===== config.mk =====
export PLATFORM = sky130hd
export DESIGN_NAME = muldiv_sequencer
export DESIGN_NICKNAME = d
export VERILOG_FILES = /design/src/rtl/muldiv_sequencer_pkg.sv /design/src/rtl/muldiv_iter_core.sv /design/src/rtl/muldiv_sequencer.sv
export SDC_FILE = /design/constraint.sdc
export NUM_CORES = 1
export LEC_CHECK = 0
export ABC_AREA = 1
export BUFFER_PORTS_ARGS = -buffer_cell sky130_fd_sc_hd__buf_4
export CAP_MARGIN = 0
export CORE_AREA = 10 10 178 180
export DETAILED_ROUTE_END_ITERATION = 7
export DIE_AREA = 0 0 188 190
export PLACE_DENSITY_LB_ADDON = 0.3
export SYNTH_ARGS = -nofsm -noshare
export SYNTH_HDL_FRONTEND = slang
export SYNTH_SLANG_ARGS = --single-unit

===== constraint.sdc =====
create_clock -name clk -period 2.7 [get_ports clk]
set_input_delay 0.135 -clock clk [delete_from_list [all_inputs] [get_ports clk]]
set_output_delay 0.135 -clock clk [all_outputs]
set_load 0.02 [all_outputs]

===== src/rtl/muldiv_sequencer_pkg.sv =====
`default_nettype none
// ============================================================================
// Module   : muldiv_sequencer_pkg
// Purpose  : Shared definitions for the multi-cycle multiply/divide unit:
//            OpE encodings, sequencer state encoding and default width.
// Config   : MULDIV_SEQUENCER_DIV_EN (consumed by the RTL files, not here)
// Revision : 1.0 - initial release
// ============================================================================
package muldiv_sequencer_pkg;

    localparam int DEF_WIDTH = 32;

    typedef enum logic [1:0] {
        OP_MUL   = 2'b00,   // full product, architectural value in ResultLo
        OP_UMULL = 2'b01,   // unsigned long multiply
        OP_SMULL = 2'b10,   // signed long multiply
        OP_UDIV  = 2'b11    // unsigned divide SrcAE / SrcBE
    } op_t;

    typedef enum logic [1:0] {
        ST_IDLE = 2'b00,
        ST_MUL  = 2'b01,
        ST_DIV  = 2'b10,
        ST_DONE = 2'b11
    } state_t;

endpackage

`default_nettype wire


===== src/rtl/muldiv_iter_core.sv =====
`default_nettype none
// ============================================================================
// Module   : muldiv_iter_core
// Purpose  : Iterative datapath: radix-2 shift-add multiplier and (optional)
//            restoring divider sharing one 2*WIDTH accumulator.
//            Accumulator layout: multiply {partial hi, multiplier lo},
//            divide {remainder, dividend/quotient}.
// Config   : MULDIV_SEQUENCER_DIV_EN compiles in the divider and o_div_zero.
// Ports    : i_load   - latch operands (magnitudes for SMULL)
//            i_step   - perform one iteration
//            o_result - {hi, lo} the sequencer registers when it finishes;
//                       reflects the state after the current step
//            o_div_zero - latched divide with zero divisor
// Revision : 1.0 - initial release
// ============================================================================
module muldiv_iter_core
    import muldiv_sequencer_pkg::*;
#(
    parameter int WIDTH = DEF_WIDTH
) (
    input  logic               clk,
    input  logic               i_rst_n,
    input  logic               i_load,
    input  logic [1:0]         i_op,
    input  logic [WIDTH-1:0]   i_a,
    input  logic [WIDTH-1:0]   i_b,
    input  logic               i_step,
`ifdef MULDIV_SEQUENCER_DIV_EN
    output logic               o_div_zero,
`endif
    output logic [2*WIDTH-1:0] o_result
);

    logic [2*WIDTH-1:0] r_acc;
    logic [WIDTH-1:0]   r_b;
    logic               r_neg;

    logic               w_a_neg;
    logic               w_b_neg;
    logic [WIDTH-1:0]   w_a_mag;
    logic [WIDTH-1:0]   w_b_mag;
    logic [WIDTH:0]     w_sum;
    logic [2*WIDTH-1:0] w_mul_next;
    logic [2*WIDTH-1:0] w_mul_fin;

    // Only SMULL works on magnitudes; every other op uses raw operands.
    assign w_a_neg = (i_op == OP_SMULL) && i_a[WIDTH-1];
    assign w_b_neg = (i_op == OP_SMULL) && i_b[WIDTH-1];
    assign w_a_mag = w_a_neg ? (~i_a + 1'b1) : i_a;
    assign w_b_mag = w_b_neg ? (~i_b + 1'b1) : i_b;

    // Add multiplicand into the upper half when the multiplier LSB is set,
    // then shift the whole accumulator right keeping the carry.
    assign w_sum      = {1'b0, r_acc[2*WIDTH-1:WIDTH]} + (r_acc[0] ? {1'b0, r_b} : '0);
    assign w_mul_next = {w_sum, r_acc[WIDTH-1:1]};
    assign w_mul_fin  = r_neg ? (~w_mul_next + 1'b1) : w_mul_next;

`ifdef MULDIV_SEQUENCER_DIV_EN
    logic               r_div;
    logic [WIDTH:0]     w_shift;
    logic               w_ge;
    logic [WIDTH-1:0]   w_diff;
    logic [2*WIDTH-1:0] w_div_next;

    // Shift the next dividend bit into the remainder and trial-subtract.
    // When the subtract succeeds the result is below the divisor, so the
    // low WIDTH bits of the modular difference are exact.
    assign w_shift    = {r_acc[2*WIDTH-1:WIDTH], r_acc[WIDTH-1]};
    assign w_ge       = (w_shift >= {1'b0, r_b});
    assign w_diff     = w_shift[WIDTH-1:0] - r_b;
    assign w_div_next = w_ge ? {w_diff, r_acc[WIDTH-2:0], 1'b1}
                             : {w_shift[WIDTH-1:0], r_acc[WIDTH-2:0], 1'b0};
    assign o_div_zero = r_div && (r_b == '0);

    always_comb begin
        o_result = w_mul_fin;
        if (o_div_zero) begin
            // Untouched dividend is the remainder; quotient saturates.
            o_result = {r_acc[WIDTH-1:0], {WIDTH{1'b1}}};
        end else if (r_div) begin
            o_result = w_div_next;
        end
    end
`else
    assign o_result = w_mul_fin;
`endif

    always_ff @(posedge clk or negedge i_rst_n) begin
        if (!i_rst_n) begin
            r_acc <= '0;
            r_b   <= '0;
            r_neg <= 1'b0;
`ifdef MULDIV_SEQUENCER_DIV_EN
            r_div <= 1'b0;
`endif
        end else if (i_load) begin
            r_acc <= {{WIDTH{1'b0}}, w_a_mag};
            r_b   <= w_b_mag;
            r_neg <= w_a_neg ^ w_b_neg;
`ifdef MULDIV_SEQUENCER_DIV_EN
            r_div <= (i_op == OP_UDIV);
`endif
        end else if (i_step) begin
`ifdef MULDIV_SEQUENCER_DIV_EN
            r_acc <= r_div ? w_div_next : w_mul_next;
`else
            r_acc <= w_mul_next;
`endif
        end
    end

endmodule

`default_nettype wire


===== src/rtl/muldiv_sequencer.sv =====
`default_nettype none
// ============================================================================
// Module   : muldiv_sequencer
// Purpose  : E-stage multi-cycle multiply/divide sequencer. Accepts an op
//            from IDLE or DONE, stalls the pipeline while iterating, and
//            pulses Done with registered ResultHi/ResultLo.
// Config   : MULDIV_SEQUENCER_DIV_EN - compile in DIV state and divider;
//            otherwise UDIV completes immediately with Illegal=1, results 0.
// Ports    : clk, reset (async, active-low)
//            StartE/OpE/SrcAE/SrcBE/AbortE - request from the E stage
//            StallReq (combinational) - hold F/D/E
//            ResultHi/ResultLo/Done/Illegal - registered completion outputs
// Revision : 1.0 - initial release
// ============================================================================
module muldiv_sequencer
    import muldiv_sequencer_pkg::*;
#(
    parameter int WIDTH = DEF_WIDTH
) (
    input  logic             clk,
    input  logic             reset,
    input  logic             StartE,
    input  logic [1:0]       OpE,
    input  logic [WIDTH-1:0] SrcAE,
    input  logic [WIDTH-1:0] SrcBE,
    input  logic             AbortE,
    output logic             StallReq,
    output logic [WIDTH-1:0] ResultHi,
    output logic [WIDTH-1:0] ResultLo,
    output logic             Done,
    output logic             Illegal
);

    localparam int              C_CW   = (WIDTH > 1) ? $clog2(WIDTH) : 1;
    localparam logic [C_CW-1:0] C_LAST = C_CW'(WIDTH - 1);

    state_t             r_state;
    logic [C_CW-1:0]    r_cnt;
    logic               w_accept;
    logic               w_step;
    logic [2*WIDTH-1:0] w_result;
`ifdef MULDIV_SEQUENCER_DIV_EN
    logic               w_div_zero;
`endif

    assign w_accept = ((r_state == ST_IDLE) || (r_state == ST_DONE)) && StartE && !AbortE;
    assign w_step   = ((r_state == ST_MUL) || (r_state == ST_DIV)) && !AbortE;
    assign StallReq = w_accept || w_step;

    muldiv_iter_core #(
        .WIDTH      (WIDTH)
    ) u_core (
        .clk        (clk),
        .i_rst_n    (reset),
        .i_load     (w_accept),
        .i_op       (OpE),
        .i_a        (SrcAE),
        .i_b        (SrcBE),
        .i_step     (w_step),
`ifdef MULDIV_SEQUENCER_DIV_EN
        .o_div_zero (w_div_zero),
`endif
        .o_result   (w_result)
    );

    always_ff @(posedge clk or negedge reset) begin
        if (!reset) begin
            r_state  <= ST_IDLE;
            r_cnt    <= '0;
            ResultHi <= '0;
            ResultLo <= '0;
            Done     <= 1'b0;
            Illegal  <= 1'b0;
        end else begin
            Done    <= 1'b0;
            Illegal <= 1'b0;
            case (r_state)
                ST_IDLE, ST_DONE: begin
                    if (w_accept) begin
                        r_cnt <= '0;
                        if (OpE == OP_UDIV) begin
`ifdef MULDIV_SEQUENCER_DIV_EN
                            r_state <= ST_DIV;
`else
                            r_state  <= ST_DONE;
                            Done     <= 1'b1;
                            Illegal  <= 1'b1;
                            ResultHi <= '0;
                            ResultLo <= '0;
`endif
                        end else begin
                            r_state <= ST_MUL;
                        end
                    end else begin
                        r_state <= ST_IDLE;
                    end
                end
                ST_MUL: begin
                    if (AbortE) begin
                        r_state <= ST_IDLE;
                    end else if (r_cnt == C_LAST) begin
                        {ResultHi, ResultLo} <= w_result;
                        Done                 <= 1'b1;
                        r_state              <= ST_DONE;
                    end else begin
                        r_cnt <= r_cnt + C_CW'(1);
                    end
                end
`ifdef MULDIV_SEQUENCER_DIV_EN
                ST_DIV: begin
                    if (AbortE) begin
                        r_state <= ST_IDLE;
                    end else if (w_div_zero || (r_cnt == C_LAST)) begin
                        {ResultHi, ResultLo} <= w_result;
                        Done                 <= 1'b1;
                        r_state              <= ST_DONE;
                    end else begin
                        r_cnt <= r_cnt + C_CW'(1);
                    end
                end
`endif
                default: r_state <= ST_IDLE;
            endcase
        end
    end

endmodule

`default_nettype wire


* Word-level counts from Yosys, hierarchy flattened *
Cells that the tools add are included.

storage, ports and cells
  input bits = 70
  output and inout port bits = 67
  flip-flop bits (word level) = 170
  logic and storage cells = 74

operators by class
  bitwise gates (word level) = 4
  reduce and logical (&&, ||, !) cells = 15
  $add $sub $neg = 5
  equal/unequal tests = 12
  multiplexer cells = 29

operators with widths
  cell                   number
  $mux 32                9
  $mux 64                3
  $pmux 32 s2            2
  $add 32x1->32 const B  2
  $add 64x1->64 const B  1
  $not 32->32            2
  $not 64->64            1
  $add 32x33->33         1
  $mux 5                 3
  $pmux 5 s2             1
  $eq 2x2->1 const B     4
  $mux 2                 4
  $ne 2x2->1 const B     4
  $add 5x1->5 const B    1
  $eq 5x5->1 const B     1
  $logic_and 1x1->1      5
  $mux 1                 5
  $reduce_and 5->1       1
  $pmux 2 s2             1
  $reduce_and 4->1       1
  $reduce_bool 2->1      2
  $logic_or 1x1->1       3
  $ne 3x2->1 const B     1
  $eq 2x1->1 const B     1
  other kinds (6)        6

* Logic depth before layout (Yosys ltp) *
  depth after elaboration = 8
  depth in mapped cells = 24
  gate-level depth less buffers = 22

* Cells and area by module *
A second synthesis with hierarchy kept.

second synthesis, totals
  cell total of the unflattened synthesis = 2,131
  area, all modules = 13,703.1 sq um

by module, submodules not included
  module            area each (sq um)  times used  cells each
  muldiv_iter_core  10,211.0           1           1,713
  muldiv_sequencer  3,492.1            1           418

* Worst setup path before layout *
Ideal clock, no wire load.

  kind = register to register
  from = register u_core.r_acc[0]
  to = register ResultHi[26]
  data required time = 2.583 ns
  setup time = 0.117 ns
  cell stages (with the launch flop) = 21
  slack = -0.187 ns
  data arrival time = 2.770 ns
  period minus slack after synthesis = 2.887 ns
  cell sequence = dfrtp_1 -> clkbuf_1 -> clkbuf_1 -> nand2_1 -> inv_1 -> ha_1 -> fa_1 -> inv_1 -> nand2_1 -> nor2_1 -> nand2_1 -> nor2_1 -> nand3_2 -> nor2_2 -> nand3_1 -> inv_2 -> nand2_2 -> o21ai_4 -> nand3_1 -> nand3_1 -> nand2_1

on the way
  word-level cells in the longest chain between the ends = 8

RTL lines
  what                    RTL line                 text
  start, declared         muldiv_iter_core.sv:34   logic [2*WIDTH-1:0] r_acc;
  start signal, assigned  muldiv_iter_core.sv:97   r_acc <= {{WIDTH{1'b0}}, w_a_mag};
  start signal, assigned  muldiv_iter_core.sv:107  r_acc <= w_mul_next;
  $mux 32 *               muldiv_iter_core.sv:54   assign w_sum = {1'b0, r_acc[2*WIDTH-1:WIDTH]} + (r_acc[0] ? {1'b0, r_b} : '0);
  $add 32x33->33 *        muldiv_iter_core.sv:54
  $not 64->64             muldiv_iter_core.sv:56   assign w_mul_fin = r_neg ? (~w_mul_next + 1'b1) : w_mul_next;
  $add 64x1->64           muldiv_iter_core.sv:56
  $mux 64 *               muldiv_iter_core.sv:56
  $mux 32 *               muldiv_sequencer.sv:101  end else if (r_cnt == C_LAST) begin
  $mux 32 *               muldiv_sequencer.sv:99   if (AbortE) begin
  $pmux 32 s2 *           muldiv_sequencer.sv:77   case (r_state)
  end signal, assigned    muldiv_sequencer.sv:102  {ResultHi, ResultLo} <= w_result;
  end, declared           muldiv_sequencer.sv:28   output logic [WIDTH-1:0] ResultHi,

Every way passes the cells marked *; elsewhere a longest branch is shown, timed or not. The select of a mux whose other input is x is not followed.
A chain may end at the register's enable or synchronous reset.

* Final worst setup path *
  from = register u_core.r_acc[0]
  to = register ResultHi[31]

Same word-level chain as after synthesis.

==> results.toml <==
[run_status]
violations_in_the_final_reports = "negative setup slack"
outcome = "complete, but fails checks"

[synthesis]
share_of_the_yosys_chip_area_belonging_to_registers = 0.326
syn-num-nets = 2128
ys.warnings.count = 0
synth-edff-count = 0
syn-mean-instance-area_um2 = 6.46
netlist.top_cell.by_area = "sky130_fd_sc_hd__dfrtp_1"
yosys_register_bits = 170
synth.area.top_cells = "sky130_fd_sc_hd__dfrtp_1 (33%), sky130_fd_sc_hd__nand2_1 (19%), sky130_fd_sc_hd__inv_1 (8.0%)"
async_set_or_reset_flop_fraction_in_the_synthesized_netlist = 1.00
post_synth_num_cell_types = 55
synthFlopType = "sky130_fd_sc_hd__dfrtp_1"
synth.cell_area_mm2 = 0.0130
post_synth_inst_count = 2018
netlist.area_leader.share = 0.326

[worst_setup_path]
end_kind = "flop"
timing.critical_path.arrival_ns = 3.27
worst-setup-path-type = "reg2reg"
crit_path_max_incr_delay_ns = 0.49
timing.critical_path.fanout_max = 6
required_ns = 3.09
cp.buffers_inverters = 2
crit_path_start_kind = "flop"
cp_top_family = "simple AND/OR/NAND/NOR gates"
critPathSlowestCell = "sky130_fd_sc_hd__dfrtp_2"
cp_common_cell = "sky130_fd_sc_hd__nand2_1"
worstPathCellList = "nand2_1, inv_1, ha_2, fa_2, nand3_4, nand2_4, nand2_1, nand2_2, inv_2, nand3_2, nor2_4, nand3_4, nor2_4, nand3_2, nand2_2, nand2_1, nand2_1, nand3_1, nand2_1"

[finish]
layout.cells.most_common_list = "sky130_fd_sc_hd__nand2_1 (581), sky130_fd_sc_hd__buf_4 (319), sky130_fd_sc_hd__inv_1 (259), sky130_fd_sc_hd__o21ai_0 (192), sky130_fd_sc_hd__dfrtp_1 (169)"
areaGrowthSynthToFinish_pct = 34.7
utilization = 0.622
antennaDiodeCount = 0
layout_commonest_cell = "sky130_fd_sc_hd__nand2_1"
design.final.nets = 2431
post_route_cells_drive_above_1_share = 0.283
final_cell_count_no_fill = 2718

[global_route]
number_of_global_route_vias_before_repair = 13600
first_pass_grt_wire_length_um = 72700
antenna_found_initial = 0
grt_max_degree = 70
grt-ovfl-total = 0
global_route.usage.total = 0.252

[power_and_ir_drop]
power_w = 0.0188
ir_drop_uv = 579
leakage_nw = 8.88
power.density_cell_area_mw_per_mm2 = 1070

[run]
max-cap-violations = 0

[placed_design]
placement.io_buffers = 136
gp_congestion = 1.00
placedCellCount = 2631
hpwlAfterDp_um = 35400
place_ws_ns = -0.279

[drt]
drt_iter0_markers = 1307
detail_routed_via_count_per_cell = 5.20
routed_wl_um = 46100
drt.antenna.violating_nets = 0
detailedRoute.firstPassIterationCount = 6
wl_per_cell_um = 17.0
route.vias.total = 14100
drc_errors = 0

[clocking]
htree_levels = 4
clock_edge_transition_at_the_registers_on_the_reported_setup_and_hold_paths_ns = 0.07
clock_path_buffers = 2
tritoncts = "built"
cts-buffers-inserted = 17
numClockSinks = 170
worst_skew_pair.late_latency_ns = 0.46
ctsRootBufferMaster = "sky130_fd_sc_hd__clkbuf_16"

[floorplanning]
dieHeight_um = 190
placement_rows = 62
core_region_area_mm2 = 0.0282
num_ports = 137
start_util = 0.462
die_w_um = 188
die-area_mm2 = 0.0357

[timing]
fin_ws_ns = -0.179
final_period_minus_worst_setup_slack_ns = 2.88
grt_setup_unrepaired = "yes"
max-slew-margin-rel = 0.517
timing_worst_slew_pin_value_ns = 0.724
timing.hold.ws_ns = 0.0155
finalHoldViolations = 0
final.setup_skew_ns = 0.0150
timing.final.max_slew_violations = 0
final_setup_violations = 23
max_freq_mhz = 347
post-route-period-util = 1.07

[min_path]
hold_path.class = "in2reg"
## final timing paths
check	start	end	slack [ns]	cells past startpoint
min reg2reg	ResultHi[28]$_DFFE_PN0P_	ResultHi[28]$_DFFE_PN0P_	0.48	2
max	u_core.r_acc[0]$_DFFE_PN0P_	ResultHi[31]$_DFFE_PN0P_	-0.18	19
max reg2reg	u_core.r_acc[0]$_DFFE_PN0P_	ResultHi[31]$_DFFE_PN0P_	-0.18	19
max in group asynchronous	reset	ResultLo[22]$_DFFE_PN0P_	1.61	3
min in group asynchronous	reset	u_core.r_acc[51]$_DFFE_PN0P_	0.29	2
min	SrcBE[12]	u_core.r_b[12]$_DFFE_PN0P_	0.02	3
## tightest hold or removal path, cell delays in order
cell	delay, ns
sky130_fd_sc_hd__buf_4	0.10
sky130_fd_sc_hd__xor2_1	0.06
sky130_fd_sc_hd__o21ai_0	0.13
## power by group
part	leakage, nW	switching (W)	internal, W
Sequential	2.23	0.000770	0.00328
Combinational	6.36	0.00718	0.00498
Clock	0.294	0.00122	0.00140
Total	8.88	0.00917	0.00966
## registers in the layout, summed over array words and instances (netlist names)
register,count
u_core.r_b,32
r_cnt,5
u_core.r_acc,64
u_core.r_neg,1
Illegal,1
ResultLo,32
ResultHi,32
r_state,2
Done,1
## synth_stat cells (14+ instances only)
cell and count:
sky130_fd_sc_hd__nand2_2 33, sky130_fd_sc_hd__nor2_2 18, sky130_fd_sc_hd__nand3_1 88, sky130_fd_sc_hd__inv_1 278, sky130_fd_sc_hd__dfrtp_1 170, sky130_fd_sc_hd__nand4_1 17
sky130_fd_sc_hd__nor3_1 37, sky130_fd_sc_hd__inv_2 14, sky130_fd_sc_hd__ha_1 39, sky130_fd_sc_hd__nor2_1 170, sky130_fd_sc_hd__nand2_1 658, sky130_fd_sc_hd__o21ai_1 29
sky130_fd_sc_hd__a21oi_1 49, sky130_fd_sc_hd__xor2_1 43, sky130_fd_sc_hd__clkbuf_1 40, sky130_fd_sc_hd__o21ai_0 200
## cell type report
type / instances / area [um^2]
timing repair buffer: 343 / 2710
inverter: 294 / 1110
tap: 384 / 480
fill: 2622 / 10700
sequential: 170 / 4260
clock inverter: 15 / 188
multi-input combinational: 1495 / 8400
clock buffer: 17 / 425
## stage by stage
stage,cell area (um^2),setup TNS [ns]
final,17600,-1.97
after global routing,17600,-5.21
after CTS,17000,-0.573
after detailed placement,15500,-4.74
after global placement,15500,-3.94
after floorplan,13100,0
## cell families (layout without fill, tap and decap cells)
| family | Yosys count | in the layout | share of synthesized area |
|---|---|---|---|
| AOI/OAI and AO/OA | 312 | 312 | 0.128 |
| xor gates and xnor gates | 55 | 55 | 0.0375 |
| adders and majority gates | 40 | 40 | 0.0389 |
| buffers and inverters | 353 | 669 | 0.105 |
| DFF | 170 | 170 | 0.326 |
| and+or+nand+nor | 1088 | 1088 | 0.365 |
## routing by layer
layer	track usage	vias up	wire length, um
met3	0.0381	73	3150
li1	-	7006	-
met5	0	-	0
met2	0.400	503	21100
met4	0.0880	0	1250
met1	0.344	6542	20700
## what timing repair did
| item | in CTS | in global routing |
|---|---|---|
| gates resized for setup | 131 | 113 |
| cloned | 1 | 0 |
| endpoints found under the hold margin | 75 | 0 |
| setup endpoints to repair | 24 | 31 |
| hold buffers | 14 | 0 |
| setup buffers | 18 | 22 |
| pin swaps | 30 | 15 |
No activity file was read; power rests on OpenSTA's default activity.
